[config.mk]
export PLATFORM = sky130hd
export DESIGN_NAME = pixel_stream_tx_flat
export DESIGN_NICKNAME = d
export VERILOG_FILES = /design/src/rtl/pixel_stream_tx_if.sv /design/src/rtl/pixel_stream_tx.sv /design/src/flat_wrapper.sv
export SDC_FILE = /design/constraint.sdc
export NUM_CORES = 1
export LEC_CHECK = 0
export CORE_MARGIN = 10
export CORE_UTILIZATION = 35
export DETAILED_ROUTE_END_ITERATION = 10
export GPL_TIMING_DRIVEN = 1
export HOLD_SLACK_MARGIN = 0.1
export PLACE_DENSITY = 0.66
export SLEW_MARGIN = 10
export SYNTH_ARGS = -nofsm -noshare
export SYNTH_HDL_FRONTEND = slang
export SYNTH_SLANG_ARGS = --single-unit
[constraint.sdc]
create_clock -name clk -period 5.3 [get_ports clk]
set_input_delay 1.06 -clock clk [delete_from_list [all_inputs] [get_ports clk]]
set_output_delay 1.06 -clock clk [all_outputs]
set_load 0.1 [all_outputs]
[src/rtl/pixel_stream_tx_if.sv]
// pixel_stream_tx_if: 32-bit pixel stream with valid/ready handshake and sof/eol/eof framing
interface pixel_stream_tx_if;
    logic [31:0] data_out;
    logic        valid;
    logic        ready;
    logic        sof;
    logic        eol;
    logic        eof;
    modport master (output data_out, valid, sof, eol, eof, input ready);
    modport slave  (input data_out, valid, sof, eol, eof, output ready);
endinterface

[src/rtl/pixel_stream_tx.sv]
// pixel_stream_tx: reads one frame from a sync-read frame memory and streams it as framed 32-bit beats
module pixel_stream_tx #(
    parameter int WIDTH     = 640,
    parameter int HEIGHT    = 480,
    parameter int ADDR_W    = 19,
    parameter bit BOTTOM_UP = 1'b1
) (
    input  logic              clk,
    input  logic              reset,
    input  logic              start,
    output logic              mem_rd_en,
    output logic [ADDR_W-1:0] mem_addr,
    input  logic [23:0]       mem_rdata,
    pixel_stream_tx_if.master tx,
    output logic              busy,
    output logic              done
);
    localparam int XW = $clog2(WIDTH);
    localparam int YW = $clog2(HEIGHT);
    typedef enum logic [1:0] {IDLE, READ, DRAIN, FIN} state_t;
    typedef struct packed {
        logic [23:0] pix;
        logic        sof;
        logic        eol;
        logic        eof;
    } ent_t;
    state_t            state, nxt;
    logic [XW-1:0]     x_rd;
    logic [YW-1:0]     y_rd;
    logic              x_last, last, pend, pop, issue, head_valid;
    logic [2:0]        pend_flags;
    logic [1:0]        cnt;
    logic [2:0]        occ;
    logic [ADDR_W-1:0] row;
    ent_t              q [2];
    ent_t              q_in;
    assign x_last     = x_rd == XW'(WIDTH - 1);
    assign last       = x_last && y_rd == YW'(HEIGHT - 1);
    assign head_valid = cnt != 2'd0;
    assign pop        = head_valid && tx.ready;
    // Occupancy counts the pop happening this cycle so reads keep pace at one beat per cycle
    assign occ        = 3'(cnt) + 3'(pend) - 3'(pop);
    assign issue      = state == READ && occ < 3'd2;
    assign row        = BOTTOM_UP ? ADDR_W'(HEIGHT - 1) - ADDR_W'(y_rd) : ADDR_W'(y_rd);
    assign mem_rd_en  = issue;
    assign mem_addr   = issue ? row * ADDR_W'(WIDTH) + ADDR_W'(x_rd) : '0;
    assign q_in       = {mem_rdata, pend_flags};
    assign tx.valid    = head_valid;
    assign tx.data_out = head_valid ? {8'h00, q[0].pix} : 32'h0;
    assign tx.sof      = head_valid && q[0].sof;
    assign tx.eol      = head_valid && q[0].eol;
    assign tx.eof      = head_valid && q[0].eof;
    assign busy = state == READ || state == DRAIN;
    assign done = state == FIN;
    // Next-state: drain ends once the last beat leaves the FIFO with nothing in flight
    always_comb begin
        nxt = state;
        unique case (state)
            IDLE:    nxt = start ? READ : IDLE;
            READ:    nxt = issue && last ? DRAIN : READ;
            DRAIN:   nxt = !pend && (cnt == 2'd0 || (cnt == 2'd1 && pop)) ? FIN : DRAIN;
            default: nxt = IDLE;
        endcase
    end
    // State, read counters, in-flight read tracking and 2-entry FIFO (head always in q[0])
    always_ff @(posedge clk) begin
        if (reset) begin
            state <= IDLE;
            x_rd  <= '0;
            y_rd  <= '0;
            pend  <= 1'b0;
            cnt   <= 2'd0;
        end else begin
            state <= nxt;
            pend  <= issue;
            if (state == IDLE) begin
                x_rd <= '0;
                y_rd <= '0;
            end else if (issue) begin
                x_rd <= x_last ? '0 : x_rd + 1'b1;
                if (x_last)
                    y_rd <= y_rd + 1'b1;
            end
            if (pend && !pop) begin
                if (cnt == 2'd0)
                    q[0] <= q_in;
                else
                    q[1] <= q_in;
                cnt <= cnt + 2'd1;
            end else if (!pend && pop) begin
                q[0] <= q[1];
                cnt  <= cnt - 2'd1;
            end else if (pend && pop) begin
                q[0] <= cnt == 2'd1 ? q_in : q[1];
                q[1] <= q_in;
            end
        end
        if (issue)
            pend_flags <= {x_rd == '0 && y_rd == '0, x_last, last};
    end
endmodule

[src/flat_wrapper.sv]
// flat-port wrapper written by rule: the top's interface ports become plain ports
module pixel_stream_tx_flat 
#(
    parameter int WIDTH     = 640,
    parameter int HEIGHT    = 480,
    parameter int ADDR_W    = 19,
    parameter bit BOTTOM_UP = 1'b1
)
  (clk, reset, start, mem_rd_en, mem_addr, mem_rdata, busy, done, tx_data_out, tx_valid, tx_sof, tx_eol, tx_eof, tx_ready);
  pixel_stream_tx_if tx_i ();
  input  logic clk;
  input  logic reset;
  input  logic start;
  output logic mem_rd_en;
  output logic [ADDR_W-1:0] mem_addr;
  input  logic [23:0] mem_rdata;
  output logic busy;
  output logic done;
  output wire logic [$bits(tx_i.data_out)-1:0] tx_data_out;
  output wire logic [$bits(tx_i.valid)-1:0] tx_valid;
  output wire logic [$bits(tx_i.sof)-1:0] tx_sof;
  output wire logic [$bits(tx_i.eol)-1:0] tx_eol;
  output wire logic [$bits(tx_i.eof)-1:0] tx_eof;
  input wire logic [$bits(tx_i.ready)-1:0] tx_ready;
  assign tx_data_out = tx_i.data_out;
  assign tx_valid = tx_i.valid;
  assign tx_sof = tx_i.sof;
  assign tx_eol = tx_i.eol;
  assign tx_eof = tx_i.eof;
  assign tx_i.ready = tx_ready;
  pixel_stream_tx #(.WIDTH(WIDTH), .HEIGHT(HEIGHT), .ADDR_W(ADDR_W), .BOTTOM_UP(BOTTOM_UP)) u_core (.clk(clk), .reset(reset), .start(start), .mem_rd_en(mem_rd_en), .mem_addr(mem_addr), .mem_rdata(mem_rdata), .tx(tx_i), .busy(busy), .done(done));
endmodule
* Word-level counts from Yosys, hierarchy flattened
Memory sizes are Yosys's and may differ from the RTL's.
Index checks and enable logic that the tools add are counted.
** Cells by class
- Add/sub/neg operators :: 8
- Multipliers :: 1
- Divide/modulo/power cells :: 0
- Magnitude comparators :: 1
- Eq/ne operators :: 6
- Shift operators :: 0
- Muxes and demuxes :: 30
- Bitwise operators :: 3
- Reductions and logical operators :: 25
** Operators by type and width (number)
- two-way mux 27 bit :: 4
- two-way mux 24 bit :: 1
- adder 19 x 10 -> 19 bit :: 1
- multiplier 19 x 3 -> 12 bit (second input constant) :: 1
- two-way mux 1 bit :: 19
- two-way mux 19 bit :: 1
- logical AND 1 bit :: 13
- adder 10 x 1 -> 10 bit (second input constant) :: 1
- equality test 10 bit (second input constant) :: 1
- logical NOT 10 bit :: 1
- two-way mux 10 bit :: 1
- subtractor 9 x 9 -> 10 bit (first input constant) :: 1
- adder 9 x 1 -> 9 bit (second input constant) :: 1
- equality test 9 bit (second input constant) :: 1
- logical NOT 9 bit :: 1
- two-way mux 2 bit :: 3
- one-hot mux 2 bit (3 select lines) :: 1
- equality test 2 x 1 -> 1 bit (second input constant) :: 2
- equality test 2 bit (second input constant) :: 2
- logical NOT 2 bit :: 2
- nonzero test 2 bit :: 2
- adder 2 x 1 -> 3 bit :: 1
- less-than comparator 3 x 2 -> 1 bit (second input constant) :: 1
- OR 1 bit :: 3
- 7 further kinds :: 9
** Storage, ports and cells
- Register bits :: 27
- Latch bits :: 0
- Bits in writable memories :: 54
- Memory bits (read-only) :: 0
- Input port bits :: 28
- Output and inout port bits :: 58
- Logic and storage cells :: 81
- Memories kept :: 1
** Memory list
- u_core.q :: words 2, bits a word 27, read ports 2, clocked after memory_dff 0, wr ports 2, RTL line pixel_stream_tx.sv:35 : ent_t q [2];

* Logic depth before layout (Yosys ltp)
- Depth after elaboration :: 9
- Depth in mapped cells :: 16
- Mapped depth without buffers :: 15

* Worst setup path after synthesis
No wires, ideal clock.
- Path kind :: flip-flop to output port
- Start point :: register u_core.cnt[1]
- End point :: output mem_addr[18]
- Data arrival time :: 6.064 ns
- Data required time :: 4.240 ns
- Setup slack :: -1.824 ns
- Cell stages (with the launch flop) :: 15
- Path buffers :: 2
- Cell sequence :: dfxtp_1 > inv_1 > ha_1 > clkbuf_1 > inv_1 > nand2_1 > inv_1 > ha_1 > nor2_1 > fa_1 > nand3b_2 > inv_2 > clkbuf_1 > nand4_1 > o41ai_2
** Between the ends
- Longest elaborated chain between the ends :: 6
- Elaborated cells on any way between the ends :: 7
- Classes of those cells :: 2 x add/sub; 1 x order compare; 1 x mux; 3 x reduce/logical
** RTL lines
- start: declaration :: RTL line pixel_stream_tx.sv:32 : logic [1:0] cnt;
- start signal: assignment :: RTL line pixel_stream_tx.sv:89 : cnt <= cnt + 2'd1;
- start signal: assignment :: RTL line pixel_stream_tx.sv:92 : cnt <= cnt - 2'd1;
- nonzero test 2 bit :: RTL line pixel_stream_tx.sv:39 : assign head_valid = cnt != 2'd0;
- named net tx_valid :: RTL line flat_wrapper.sv:20 : output wire logic [$bits(tx_i.valid)-1:0] tx_valid;
- logical AND 1 bit :: RTL line pixel_stream_tx.sv:40 : assign pop = head_valid && tx.ready;
- subtractor 3 x 1 -> 3 bit :: RTL line pixel_stream_tx.sv:42 : assign occ = 3'(cnt) + 3'(pend) - 3'(pop);
- less-than comparator 3 x 2 -> 1 bit :: RTL line pixel_stream_tx.sv:43 : assign issue = state == READ && occ < 3'd2;
- logical AND 1 bit :: RTL line pixel_stream_tx.sv:43
- named net mem_rd_en :: RTL line flat_wrapper.sv:14 : output logic mem_rd_en;
- two-way mux 19 bit :: RTL line pixel_stream_tx.sv:46 : assign mem_addr = issue ? row * ADDR_W'(WIDTH) + ADDR_W'(x_rd) : '0;
- end: declaration :: RTL line flat_wrapper.sv:15 : output logic [ADDR_W-1:0] mem_addr;
The timed path passes the listed nets, and every way through them passes these cells.

* Worst setup path after layout
- Start point :: register u_core.y_rd[5]
- End point :: output mem_addr[18]
** Between the ends
- Longest elaborated chain between the ends :: 4
** RTL lines
- start: declaration :: RTL line pixel_stream_tx.sv:29 : logic [YW-1:0] y_rd;
- start signal: assignment :: RTL line pixel_stream_tx.sv:82 : y_rd <= y_rd + 1'b1;
- subtractor 9 x 9 -> 10 bit :: RTL line pixel_stream_tx.sv:44 : assign row = BOTTOM_UP ? ADDR_W'(HEIGHT - 1) - ADDR_W'(y_rd) : ADDR_W'(y_rd);
- multiplier 19 x 3 -> 12 bit :: RTL line pixel_stream_tx.sv:46
- adder 19 x 10 -> 19 bit :: RTL line pixel_stream_tx.sv:46
- two-way mux 19 bit :: RTL line pixel_stream_tx.sv:46
No other way between the ends.

==> flow_summary.yaml <==
run_status:
  status: "complete, no violations"
floorplan:
  die_w_um: 135
  dieHeight_um: 135
  coreArea_mm2: 0.0128
  io_pins: 86
  start_util_pct: 36.1
  fp-row-count: 41
  die-area_mm2: 0.0182
sta:
  period_needed_ns: 4.73
  fmax_mhz: 211
  setup_viol_count_final: 0
  slew_violations: 0
  finalSetupTns_ns: 0
  holdWs_ns: 0.456
  hold_violations: 0
  skew_ns: 0.00633
  rsz0062_at_grt: "false"
  worst_pin_slew_ns: 1.01
  relSlewSlack_pct: 32.6
  fin_crit_sh_pct: 89.3
placed_design:
  placedCellCount: 659
  dp_hpwl_mm: 7.47
  gp_congestion: 0.771
  portBuffers: 77
detailed_routing:
  drtPass1Iterations: 4
  ant_nets: 0
  drc: 0
  vias: 3276
  dr.first_iter.drc_count: 197
  drt-wirelength-per-cell_um: 14.6
  drt-total-wl_mm: 9.85
  post_drt_via_cell_ratio: 4.85
worst_setup_path:
  cp_slowest_stage_delay_ns: 0.50
  cp_data_required_time_ns: 4.24
  critPathBufInv: 2
  crit_chain: "inv_1 > ha_1 > ha_1 > ha_1 > o21ba_2 > a21oi_1 > a211o_1 > or3_4 > o311ai_2 > o41ai_4 > buf_12"
  cp_max_fo: 8
  crit_type: "reg2out"
  crit_family: "compound AO/OA/AOI/OAI gates"
  worst_ep_arrival_time_ns: 3.67
  cp_common_cell: "ha_1"
  worstSetupEndpointType: "primary output"
  startpoint_type: "flip-flop"
  reg2reg_slack_ns: 1.48
  slowest_stage: "dfxtp_1"
grt:
  grt_pass1_vias: 3413
  grt_pass1_wl_mm: 16.6
  gr-usage-all-layers_pct: 11.1
  grt_overflow: 0
  antenna_found_initial: 0
  grt_max_degree: 31
logic_synthesis:
  ys_ff_latch: 81
  synthArstFlopShare_pct: 0
  synth_ff_type: "edfxtp_1"
  avgSynthCellArea_um2: 11.1
  syn_inst: 416
  ys_seq_area_share_pct: 47.5
  synth.distinct_cells: 53
  yosysWarningCount: 0
  syn_area_mm2: 0.00462
  synth_edf_count: 57
power_and_ir_drop:
  pwr-share-seq_pct: 28.4
  internal_power_mw: 1.49
  power_frac_clock_pct: 21.3
  leakage_nw: 2.21
  p_total_mw: 2.78
  p_sw_mw: 1.29
  p_comb_share_pct: 50.3
  powerDensity_mw_per_mm2: 455
  vdd_drop_max_mv: 0.218
  switching_share_pct: 46.4
clocking:
  htreeDepth: 3
  cts_tree: "yes"
  clkTransAtPathRegs_ns: 0.06
  cts_setup_buffers: 0
  cts_made_buffers: 9
  postCtsResizedCells: 0
  postCtsHoldBufs: 0
  cts_sinks: 81
  clock_latency_ns: 0.33
  cts-root-buf: "clkbuf_16"
  cts_buffer_depth: 2
finish:
  area_growth_pct: 32.2
  diodes: 0
  fin_nets: 566
  stdcell_count: 675
  final_layout_size_suffix_gt1_share_pct: 20.5
  fillCellCount: 1152
run:
  drv_cap: 0
worst_hold_path:
  hold_path_class: "reg2reg"
-- power groups by stage --
stage	sequential, mW	clock (mW)	combinational, mW
after global routing	0.797	0.640	1.46
after global placement	0.801	0	1.40
after floorplan	0.797	0	1.05
after detailed placement	0.804	0	1.41
after CTS	0.790	0.609	1.42
final	0.790	0.590	1.40
-- routing by layer --
| metal | wire (um) | global-route usage [%] |
|---|---|---|
| met1 | 4550 | 13.6 |
| met4 | 98 | 2.90 |
| met3 | 703 | 3.78 |
| met5 | 0 | 0 |
| met2 | 4510 | 18.0 |
-- cell usage in the layout, fill, tap and decap left out, types with 9 or more instances in the layout --
cell type,netlist,routed
mux2_2,29,29
a21oi_1,17,17
dfxtp_1,24,24
xor2_1,12,12
o21ai_0,13,13
nor2b_1,34,34
buf_12,0,20
nand3_1,9,9
nor2_1,42,30
inv_1,24,24
nand2_1,9,9
clkbuf_16,0,9
ha_1,37,37
nor2_2,0,12
xnor2_1,14,14
clkdlybuf4s50_1,0,57
edfxtp_1,57,57
-- flip-flops by register name, summed over array words and instances, names as in the netlist --
signal             flops
u_core.pend            1
u_core.state           2
u_core.pend_flags      3
u_core.q              54
u_core.y_rd            9
u_core.cnt             2
u_core.x_rd           10
-- kinds of logic (layout without fill, tap and decap cells) --
family,Yosys count,in the layout,synth area share [%]
xor+xnor,26,26,4.93
simple gates,143,143,17.2
flops,81,81,47.5
other cells,1,8,0.0812
buf+inv,45,125,4.50
mux,29,29,7.07
compound gates,51,51,7.43
fa+ha+maj,40,40,11.3
-- worst register-to-register path, cell delays in order (launching register included) --
cell	delay [ns]
dfxtp_1	0.33
inv_1	0.13
ha_1	0.16
buf_4	0.30
inv_1	0.13
nand2_1	0.11
inv_1	0.07
ha_1	0.31
nor2_1	0.17
fa_1	0.44
nand3b_2	0.23
inv_2	0.16
buf_4	0.21
and2_1	0.21
nand3_1	0.23
or3_1	0.41
a21oi_1	0.15
-- per-stage QoR --
step	area [um^2]	setup WS [ns]	util, %
2_1_floorplan	4680	-0.762	-
3_3_place_gp	5820	0.623	45.5
3_5_place_dp	5820	0.587	45.5
4_1_cts	6100	0.539	47.8
5_1_grt	6100	0.248	47.8
6_report	6100	0.570	47.8
-- layout make-up --
| cell class | count | area [um^2] | area share, % |
|---|---|---|---|
| Inverter | 26 | 103 | 1.68 |
| Tap cell | 172 | 215 | 3.53 |
| Clock buffer | 10 | 229 | 3.75 |
| Timing Repair Buffer | 83 | 1020 | 16.6 |
| Multi-Input combinational cell | 297 | 2290 | 37.5 |
| Sequential cell | 81 | 2190 | 35.9 |
| Clock inverter | 6 | 58.8 | 0.964 |
-- cells in the mapped netlist (7+ instances only) --
library cell,n,area (um^2)
nor3_1,7,35.0
edfxtp_1,57,1710
ha_1,37,463
xor2_1,12,105
nor2b_1,34,213
xnor2_1,14,123
nor2_1,42,158
inv_1,24,90.1
nand2_1,9,33.8
clkbuf_1,8,30.0
o21ai_0,13,65.1
nand3_1,9,45.0
a21oi_1,17,85.1
buf_4,8,60.1
mux2_2,29,327
dfxtp_1,24,480
-- final timing paths --
kind                         from               to  cells after the start
min          u_core.pend_flags[1]  u_core.q[0][28]                      0
min reg2reg  u_core.pend_flags[1]  u_core.q[0][28]                      0
max reg2reg         u_core.cnt[1]   u_core.x_rd[9]                     16
max                u_core.y_rd[5]     mem_addr[18]                     11
No activity file was read; power rests on OpenSTA's default activity.
